==> config.mk <==
export PLATFORM = sky130hd
export DESIGN_NAME = inst_dec_rv32
export DESIGN_NICKNAME = d
export VERILOG_FILES = /design/src/rtl/rv32_pkg.sv /design/src/rtl/rv32_regfile.sv /design/src/rtl/inst_dec_rv32.sv
export SDC_FILE = /design/constraint.sdc
export NUM_CORES = 2
export LEC_CHECK = 0
export ABC_CLOCK_PERIOD_IN_PS = 8990
export BUFFER_PORTS_ARGS = -buffer_cell sky130_fd_sc_hd__clkbuf_2
export CORE_MARGIN = 2
export CORE_UTILIZATION = 50
export DETAILED_ROUTE_END_ITERATION = 6
export GPL_TIMING_DRIVEN = 0
export HOLD_SLACK_MARGIN = 0.08
export MAX_ROUTING_LAYER = met4
export PLACE_DENSITY = 0.68
export SYNTH_ARGS = -nofsm -noshare
export SYNTH_HDL_FRONTEND = slang
export SYNTH_SLANG_ARGS = --single-unit
==> constraint.sdc <==
create_clock -name clk -period 8.99 [get_ports clk]
set_input_delay 1.798 -clock clk [delete_from_list [all_inputs] [get_ports clk]]
set_output_delay 1.798 -clock clk [all_outputs]
set_load 0.005 [all_outputs]
==> src/rtl/rv32_pkg.sv <==
// Shared RV32 decode definitions: opcodes, function codes, ALU op encoding,
// the decode-to-execute packet and immediate/ALU-op helpers.
package rv32_pkg;

    localparam int XLEN_DEFAULT = 32;

    localparam logic [6:0] OPC_LOAD   = 7'b0000011;
    localparam logic [6:0] OPC_OP_IMM = 7'b0010011;
    localparam logic [6:0] OPC_AUIPC  = 7'b0010111;
    localparam logic [6:0] OPC_STORE  = 7'b0100011;
    localparam logic [6:0] OPC_OP     = 7'b0110011;
    localparam logic [6:0] OPC_LUI    = 7'b0110111;
    localparam logic [6:0] OPC_BRANCH = 7'b1100011;
    localparam logic [6:0] OPC_JALR   = 7'b1100111;
    localparam logic [6:0] OPC_JAL    = 7'b1101111;

    localparam logic [2:0] F3_ADD  = 3'b000;
    localparam logic [2:0] F3_SLL  = 3'b001;
    localparam logic [2:0] F3_SLT  = 3'b010;
    localparam logic [2:0] F3_SLTU = 3'b011;
    localparam logic [2:0] F3_XOR  = 3'b100;
    localparam logic [2:0] F3_SR   = 3'b101;
    localparam logic [2:0] F3_OR   = 3'b110;
    localparam logic [2:0] F3_AND  = 3'b111;

    localparam logic [6:0] F7_BASE = 7'b0000000;
    localparam logic [6:0] F7_ALT  = 7'b0100000;

    typedef enum logic [3:0] {
        ALU_ADD, ALU_SUB, ALU_SLL, ALU_SLT, ALU_SLTU, ALU_XOR, ALU_SRL, ALU_SRA,
        ALU_OR, ALU_AND, ALU_BEQ, ALU_BNE, ALU_BLT, ALU_BGE, ALU_BLTU, ALU_BGEU
    } alu_op_t;

    typedef struct packed {
        logic [31:0] pc;
        logic [31:0] inst;
        logic [4:0]  rd;
        logic        rd_we;
        logic [31:0] src1;
        logic [31:0] src2;
        logic [31:0] imm;
        alu_op_t     alu_op;
        logic        use_imm;
        logic        is_load;
        logic        is_store;
        logic        is_branch;
        logic        is_jump;
        logic        illegal;
    } dec2ex_t;

    // Sign-extended immediate for the format implied by the opcode
    function automatic logic [31:0] imm_gen(input logic [31:0] inst);
        case (inst[6:0])
            OPC_OP_IMM, OPC_LOAD, OPC_JALR: imm_gen = {{20{inst[31]}}, inst[31:20]};
            OPC_STORE:  imm_gen = {{20{inst[31]}}, inst[31:25], inst[11:7]};
            OPC_BRANCH: imm_gen = {{19{inst[31]}}, inst[31], inst[7], inst[30:25], inst[11:8], 1'b0};
            OPC_LUI, OPC_AUIPC: imm_gen = {inst[31:12], 12'b0};
            OPC_JAL:    imm_gen = {{11{inst[31]}}, inst[31], inst[19:12], inst[20], inst[30:21], 1'b0};
            default:    imm_gen = '0;
        endcase
    endfunction

    // Arithmetic ALU op from funct3; alt selects SUB/SRA variants
    function automatic alu_op_t arith_op(input logic [2:0] funct3, input logic alt);
        case (funct3)
            F3_ADD:  arith_op = alt ? ALU_SUB : ALU_ADD;
            F3_SLL:  arith_op = ALU_SLL;
            F3_SLT:  arith_op = ALU_SLT;
            F3_SLTU: arith_op = ALU_SLTU;
            F3_XOR:  arith_op = ALU_XOR;
            F3_SR:   arith_op = alt ? ALU_SRA : ALU_SRL;
            F3_OR:   arith_op = ALU_OR;
            default: arith_op = ALU_AND;
        endcase
    endfunction

endpackage

==> src/rtl/rv32_regfile.sv <==
// Architectural register file: two asynchronous reads, one synchronous write.
// x0 and addresses beyond NREG read as zero and are never written.
module rv32_regfile #(
    parameter int NREG = 32,
    parameter int XLEN = 32
) (
    input  logic            clk,
    input  logic            we,
    input  logic [4:0]      waddr,
    input  logic [XLEN-1:0] wdata,
    input  logic [4:0]      raddr1,
    input  logic [4:0]      raddr2,
    output logic [XLEN-1:0] rdata1,
    output logic [XLEN-1:0] rdata2
);
    localparam int AW = $clog2(NREG);

    logic [XLEN-1:0] regs [NREG];

    // Write port; contents are intentionally not reset
    always_ff @(posedge clk) begin
        if (we && waddr != 5'd0 && 32'(waddr) < NREG)
            regs[waddr[AW-1:0]] <= wdata;
    end

    assign rdata1 = (raddr1 == 5'd0 || 32'(raddr1) >= NREG) ? '0 : regs[raddr1[AW-1:0]];
    assign rdata2 = (raddr2 == 5'd0 || 32'(raddr2) >= NREG) ? '0 : regs[raddr2[AW-1:0]];

endmodule

==> src/rtl/inst_dec_rv32.sv <==
// RV32I/RV32E decode stage: owns the fetch PC, holds one IF packet, decodes it
// into an EX packet with WB bypass and a single-bubble load-use interlock.
module inst_dec_rv32
    import rv32_pkg::*;
#(
    parameter int              XLEN     = 32,
    parameter int              NREG     = 32,
    parameter logic [XLEN-1:0] RESET_PC = '0,
    parameter bit              FWD_EN   = 1'b1
) (
    input  logic            clk,
    input  logic            rst,
    output logic [XLEN-1:0] if_pc_o,
    input  logic            if_valid_i,
    input  logic [XLEN-1:0] if_pc_i,
    input  logic [31:0]     if_inst_i,
    output logic            if_ready_o,
    output logic            ex_valid_o,
    input  logic            ex_ready_i,
    output dec2ex_t         ex_pkt_o,
    input  logic            redir_i,
    input  logic [XLEN-1:0] redir_pc_i,
    input  logic            wb_we_i,
    input  logic [4:0]      wb_rd_i,
    input  logic [XLEN-1:0] wb_data_i
);
    logic            stage_valid;
    logic [XLEN-1:0] stage_pc;
    logic [31:0]     stage_inst;
    logic            trk_valid;
    logic [4:0]      trk_rd;
    logic            hazard, if_fire, ex_fire;
    logic [6:0]      opcode, funct7;
    logic [2:0]      funct3;
    logic [4:0]      rs1, rs2, rd;
    logic [XLEN-1:0] rf_rdata1, rf_rdata2, rs1_val, rs2_val;
    logic            uses_rs1, uses_rs2, uses_rd, illegal, rd_we;
    dec2ex_t         pkt;

    assign opcode = stage_inst[6:0];
    assign rd     = stage_inst[11:7];
    assign funct3 = stage_inst[14:12];
    assign rs1    = stage_inst[19:15];
    assign rs2    = stage_inst[24:20];
    assign funct7 = stage_inst[31:25];

    rv32_regfile #(.NREG(NREG), .XLEN(XLEN)) u_regfile (
        .clk    (clk),
        .we     (wb_we_i),
        .waddr  (wb_rd_i),
        .wdata  (wb_data_i),
        .raddr1 (rs1),
        .raddr2 (rs2),
        .rdata1 (rf_rdata1),
        .rdata2 (rf_rdata2)
    );

    // Operand read with optional bypass of the value being written back this cycle
    always_comb begin
        rs1_val = rf_rdata1;
        rs2_val = rf_rdata2;
        if (FWD_EN && wb_we_i && wb_rd_i == rs1 && rs1 != 5'd0) rs1_val = wb_data_i;
        if (FWD_EN && wb_we_i && wb_rd_i == rs2 && rs2 != 5'd0) rs2_val = wb_data_i;
    end

    // Instruction decode into the EX packet
    always_comb begin
        pkt      = '0;
        illegal  = 1'b0;
        rd_we    = 1'b0;
        uses_rs1 = 1'b0;
        uses_rs2 = 1'b0;
        uses_rd  = 1'b0;
        pkt.pc     = stage_pc;
        pkt.inst   = stage_inst;
        pkt.rd     = rd;
        pkt.imm    = imm_gen(stage_inst);
        pkt.alu_op = ALU_ADD;
        pkt.src1   = rs1_val;
        case (opcode)
            OPC_OP: begin
                uses_rs1 = 1'b1; uses_rs2 = 1'b1; uses_rd = 1'b1; rd_we = 1'b1;
                pkt.alu_op = arith_op(funct3, funct7[5]);
                if (funct7 == F7_ALT)       illegal = !(funct3 == F3_ADD || funct3 == F3_SR);
                else if (funct7 != F7_BASE) illegal = 1'b1;
            end
            OPC_OP_IMM: begin
                uses_rs1 = 1'b1; uses_rd = 1'b1; rd_we = 1'b1; pkt.use_imm = 1'b1;
                pkt.alu_op = arith_op(funct3, (funct3 == F3_SR) && funct7[5]);
                if (funct3 == F3_SLL)     illegal = (funct7 != F7_BASE);
                else if (funct3 == F3_SR) illegal = (funct7 != F7_BASE) && (funct7 != F7_ALT);
            end
            OPC_LOAD: begin
                uses_rs1 = 1'b1; uses_rd = 1'b1; rd_we = 1'b1;
                pkt.use_imm = 1'b1; pkt.is_load = 1'b1;
                illegal = (funct3 == 3'b011) || (funct3 == 3'b110) || (funct3 == 3'b111);
            end
            OPC_STORE: begin
                uses_rs1 = 1'b1; uses_rs2 = 1'b1;
                pkt.use_imm = 1'b1; pkt.is_store = 1'b1;
                illegal = (funct3 > 3'b010);
            end
            OPC_BRANCH: begin
                uses_rs1 = 1'b1; uses_rs2 = 1'b1; pkt.is_branch = 1'b1;
                case (funct3)
                    3'b000:  pkt.alu_op = ALU_BEQ;
                    3'b001:  pkt.alu_op = ALU_BNE;
                    3'b100:  pkt.alu_op = ALU_BLT;
                    3'b101:  pkt.alu_op = ALU_BGE;
                    3'b110:  pkt.alu_op = ALU_BLTU;
                    3'b111:  pkt.alu_op = ALU_BGEU;
                    default: illegal = 1'b1;
                endcase
            end
            OPC_JAL: begin
                uses_rd = 1'b1; rd_we = 1'b1; pkt.is_jump = 1'b1; pkt.src1 = stage_pc;
            end
            OPC_JALR: begin
                uses_rs1 = 1'b1; uses_rd = 1'b1; rd_we = 1'b1; pkt.is_jump = 1'b1;
                pkt.src1 = stage_pc;
                illegal = (funct3 != 3'b000);
            end
            OPC_LUI: begin
                uses_rd = 1'b1; rd_we = 1'b1; pkt.use_imm = 1'b1; pkt.src1 = '0;
            end
            OPC_AUIPC: begin
                uses_rd = 1'b1; rd_we = 1'b1; pkt.use_imm = 1'b1; pkt.src1 = stage_pc;
            end
            default: illegal = 1'b1;
        endcase
        if (NREG < 32 && ((uses_rs1 && rs1[4]) || (uses_rs2 && rs2[4]) || (uses_rd && rd[4])))
            illegal = 1'b1;
        pkt.src2 = pkt.use_imm ? pkt.imm : rs2_val;
        if (pkt.is_jump) pkt.src2 = 32'd4;
        pkt.illegal = illegal;
        pkt.rd_we   = rd_we && (rd != 5'd0) && !illegal;
    end

    assign hazard     = trk_valid && stage_valid &&
                        ((rs1 == trk_rd) || (uses_rs2 && rs2 == trk_rd));
    assign if_ready_o = !stage_valid || (ex_ready_i && !hazard);
    assign ex_valid_o = stage_valid && !hazard && !redir_i;
    assign if_fire    = if_valid_i && if_ready_o;
    assign ex_fire    = ex_valid_o && ex_ready_i;
    assign ex_pkt_o   = stage_valid ? pkt : '0;

    // Stage register: redirect squashes, otherwise load from IF or drain to EX
    always_ff @(posedge clk or posedge rst) begin
        if (rst) begin
            stage_valid <= 1'b0;
            stage_pc    <= '0;
            stage_inst  <= '0;
        end else if (redir_i) begin
            stage_valid <= 1'b0;
        end else if (if_fire) begin
            stage_valid <= 1'b1;
            stage_pc    <= if_pc_i;
            stage_inst  <= if_inst_i;
        end else if (ex_fire) begin
            stage_valid <= 1'b0;
        end
    end

    // Fetch PC: redirect beats sequential advance; low two bits kept clear
    always_ff @(posedge clk or posedge rst) begin
        if (rst)          if_pc_o <= RESET_PC & ~XLEN'(3);
        else if (redir_i) if_pc_o <= redir_pc_i & ~XLEN'(3);
        else if (if_fire) if_pc_o <= if_pc_o + XLEN'(4);
    end

    // Load-use tracker: remembers a load's destination for exactly one cycle
    always_ff @(posedge clk or posedge rst) begin
        if (rst) begin
            trk_valid <= 1'b0;
            trk_rd    <= '0;
        end else begin
            trk_valid <= ex_fire && pkt.is_load && pkt.rd_we;
            if (ex_fire) trk_rd <= pkt.rd;
        end
    end

endmodule

==> impl_metrics.csv <==
group,metric,value,unit
sta,worstMarginPinSlew,1.46,ns
clock_tree,cts.sinks,1125,
synth,syn_inst,2966,
power,power.leakage,20.8,nW
floorplanning,coreArea,107000,µm²
synth,synth-simple-area-share,4.18,%
floorplanning,rows,120,
synth,yosys_warnings,0,
clock_tree,post_cts_buffers,0,
placed_design,io_buffers,340,
global_routing,grt_first_pass_wirelength,271000,µm
critical_path,r2r_cells,4,
sta,rsz0062_at_grt,"false",
synth,ys.flop_type,"edfxtp_1",
synth,synthArstFlopShare,8.98,%
synth,yosys_register_bits,1125,
clock_tree,insertion_delay,0.74,ns
clock_tree,cts_made_buffers,115,
synth,synth_compound_area_share,5.27,%
critical_path,crit_chain,"clkbuf_1 > clkbuf_1 > buf_1 > mux4_2 > a22oi_1 > nand2_1 > a221oi_1 > a21oi_1 > clkbuf_2",
final_layout,regArea,33300,µm²
placed_design,gp_congestion,1.03,
synth,avgSynthCellArea,18.1,µm²
final_layout,fill_cells,8105,
sta,final-hold-violation-count,0,
synth,synth_top_family_by_area,"multiplexers",
critical_path,timing.critical_path.mode_cell,"clkbuf_1",
detailed_routing,vias,35850,
floorplanning,die_h,332,µm
placed_design,dp_hpwl,139000,µm
detailed_routing,ant_nets,0,
clock_tree,clk_path_buf_depth,3,
critical_path,cp.arrival,5.62,ns
synth,synth_top_area_cell,"edfxtp_1",
detailed_routing,post_drt_wl_per_cell,39.0,µm
power,powerDensity,252,nW/µm²
power,p_sw,5.28,mW
sta,finalSetupViolCount,0,
floorplanning,io-pin-count,349,
critical_path,cp_top_family,"buffers and inverters",
synth,syn_area,53800,µm²
final_layout,finalNetCount,3658,
global_routing,grt_max_degree,62,
detailed_routing,first_pass_iters,7,
job,maxCapViolations,0,
critical_path,critPathKind,"register to primary output",
final_layout,multi_input_area,19700,µm²
power,clockPowerShare,29.6,%
global_routing,grt_pass1_vias,35226,
critical_path,reg2reg_to,"stage_inst[17]$_DFFE_PP0P_",
final_layout,fin_cells,5033,
sta,min_period,7.42,ns
status,violations,"DRC",
synth,synthAdderAreaFrac,0.0232,%
clock_tree,holdBufCountCts,0,
critical_path,startpoint,"stage_inst[17]$_DFFE_PP0P_",
synth,yosysSeqAreaShare,61.8,%
sta,drv_slew,0,
clock_tree,clkSlewWorstSetupHoldPaths,0.06,ns
status,status,"finished, violations left",
critical_path,critPathLaunchType,"register",
power,totalPowerFinal,15.7,mW
global_routing,track_usage,36.5,%
critical_path,cp_num_cells,9,
floorplanning,start_util,50.3,%
power,max-vdd-ir-drop,0.163,mV
critical_path,crit_slowest_cell,"buf_1",
critical_path,reg2reg_setup_slack,5.40,ns
critical_path,slowest_delay,1.02,ns
critical_path,cp_num_buf_inv,4,
detailed_routing,routed_wl,196000,µm
power,p_comb_share,31.7,%
critical_path,crit_end,"ex_pkt_o[105]",
floorplanning,dieArea,110000,µm²
placed_design,placed_cells,4804,
synth,ys_top_cells_by_area,"edfxtp_1 (57%), mux4_2 (24%), dfrtp_1 (4.7%)",
power,switching_share,33.6,%
synth,muxShareOfSynthArea,25.6,%
power,power.share.sequential,38.7,%
synth,ys_types,57,
critical_path,crit_required,7.19,ns
final_layout,area_growth,15.7,%
detailed_routing,vias_per_cell,7.12,
clock_tree,ctsResizeCount,0,
sta,finalClockSkew,0.0254,ns
clock_tree,root_buffer,"clkbuf_16",
sta,maxSlewHeadroom,1.63,%
clock_tree,htreeDepth,3,
sta,fmax,135,MHz
floorplanning,die_w,332,µm
critical_path,crit_path_end_kind,"primary output",
detailed_routing,route.detailed.drc,10,
synth,synth_common_cells,"edfxtp_1 (1024), mux4_2 (564), nand2_1 (200)",
critical_path,critical_path.max_fanout,10,
synth,synth_most_common_cell,"edfxtp_1",
sta,fin_crit_sh,82.5,%
global_routing,overflow,0,
final_layout,drive_gt1_share,36.9,%
global_routing,antenna_found_initial,13,
synth,synthXorXnorAreaFrac,0.797,%
min_path,hold_class,"register to register",
critical_path,r2r_start,"stage_inst[17]$_DFFE_PP0P_",
power,intPower,10.4,mW
synth,yosys.area.top_type_share,57.1,%
sta,fin_tns_setup,0,ns
detailed_routing,drt_iter0_drc,6000,
synth,synth-edff-count,1024,
clock_tree,cts_tree,"done",
[cell type report]
type,instances,share of cell area [%]
clock buffers,148,4.82
clock inverters,68,0.935
repair buffers,402,4.37
diodes,13,0.0523
inverters,9,0.0583
flip-flops and latches,1125,53.5
well taps,1403,2.82
plain buffers,267,1.92
multi-input cells,1598,31.6
[worst min path at each step]
stage	startpoint	endpoint	slack, ns	cells past startpoint
floorplan	stage_pc[31]$_DFFE_PP0P_	stage_pc[31]$_DFFE_PP0P_	0.47	1
global placement	stage_pc[31]$_DFFE_PP0P_	stage_pc[31]$_DFFE_PP0P_	0.48	1
detailed placement	stage_pc[31]$_DFFE_PP0P_	stage_pc[31]$_DFFE_PP0P_	0.49	1
CTS	stage_pc[31]$_DFFE_PP0P_	stage_pc[31]$_DFFE_PP0P_	0.50	1
global route	stage_pc[31]$_DFFE_PP0P_	stage_pc[31]$_DFFE_PP0P_	0.53	1
finish	stage_pc[31]$_DFFE_PP0P_	stage_pc[31]$_DFFE_PP0P_	0.50	1
[worst reg2reg max path, cell delays in order, from the launching register on]
cell and delay, ns:
dfrtp_1 0.33, clkbuf_1 0.84, clkbuf_1 1.02, buf_1 1.02
mux2_4 0.31
[power by group through the flow]
stage / registers (mW) / logic (mW) / clock network (mW)
6_report: 6.08 / 4.98 / 4.66
5_1_grt: 6.09 / 5.10 / 4.86
4_1_cts: 6.07 / 4.83 / 4.66
3_5_place_dp: 6.18 / 4.81 / 0
3_3_place_gp: 6.18 / 4.77 / 0
2_1_floorplan: 6.08 / 2.93 / 0
[routing by layer]
metal  vias to the layer above  part of all wire [%]  wire, µm  global-route usage, %
met2                      3005                    46     91100                   55.3
met5                         -                     0         0                      -
met1                     18572                    34     66000                   44.7
li1                      13628                     -         -                      -
met4                         0                   6.2     12200                   19.0
met3                       645                    14     26800                   10.9
[cell families (layout without fill, tap and decap cells)]
kind of cell,Yosys count,count (layout)
compound gates,406,406
xor+xnor,49,49
mux,644,644
buf+inv,276,894
fa+ha+maj,1,1
other cells,1,47
flops,1125,1125
simple gates,464,464
[registers in the layout, summed over array words and instances, names as in the netlist]
name,cells
stage_pc,32
if_pc_o,30
trk_valid,1
stage_valid,1
trk_rd,5
stage_inst,32
u_regfile.regs,1024
[metrics by stage]
| stage | setup slack [ns] | area (µm²) | utilization, % | hold WS [ns] |
|---|---|---|---|---|
| floorplan | 3.75 | 53900 | - | 0.473 |
| global placement | 0.118 | 57400 | 53.7 | 0.484 |
| detailed placement | 1.67 | 58600 | 54.9 | 0.489 |
| CTS | 1.65 | 62200 | 58.2 | 0.503 |
| global route | 1.51 | 62200 | 58.2 | 0.530 |
| finish | 1.57 | 62300 | 58.2 | 0.504 |
[cell usage in the layout (no fill, tap or decap), types with 37 or more instances in the layout]
master and instances:
edfxtp_1 1024, mux4_2 564, clkbuf_2 341, nand2_1 200
clkbuf_1 185, a22oi_1 159, clkbuf_16 115, a21oi_1 105
dfrtp_1 101, a221oi_1 86, and2_1 67, buf_2 65
mux2_4 49, nor2_1 37
Power figures use the tool's default switching activity.
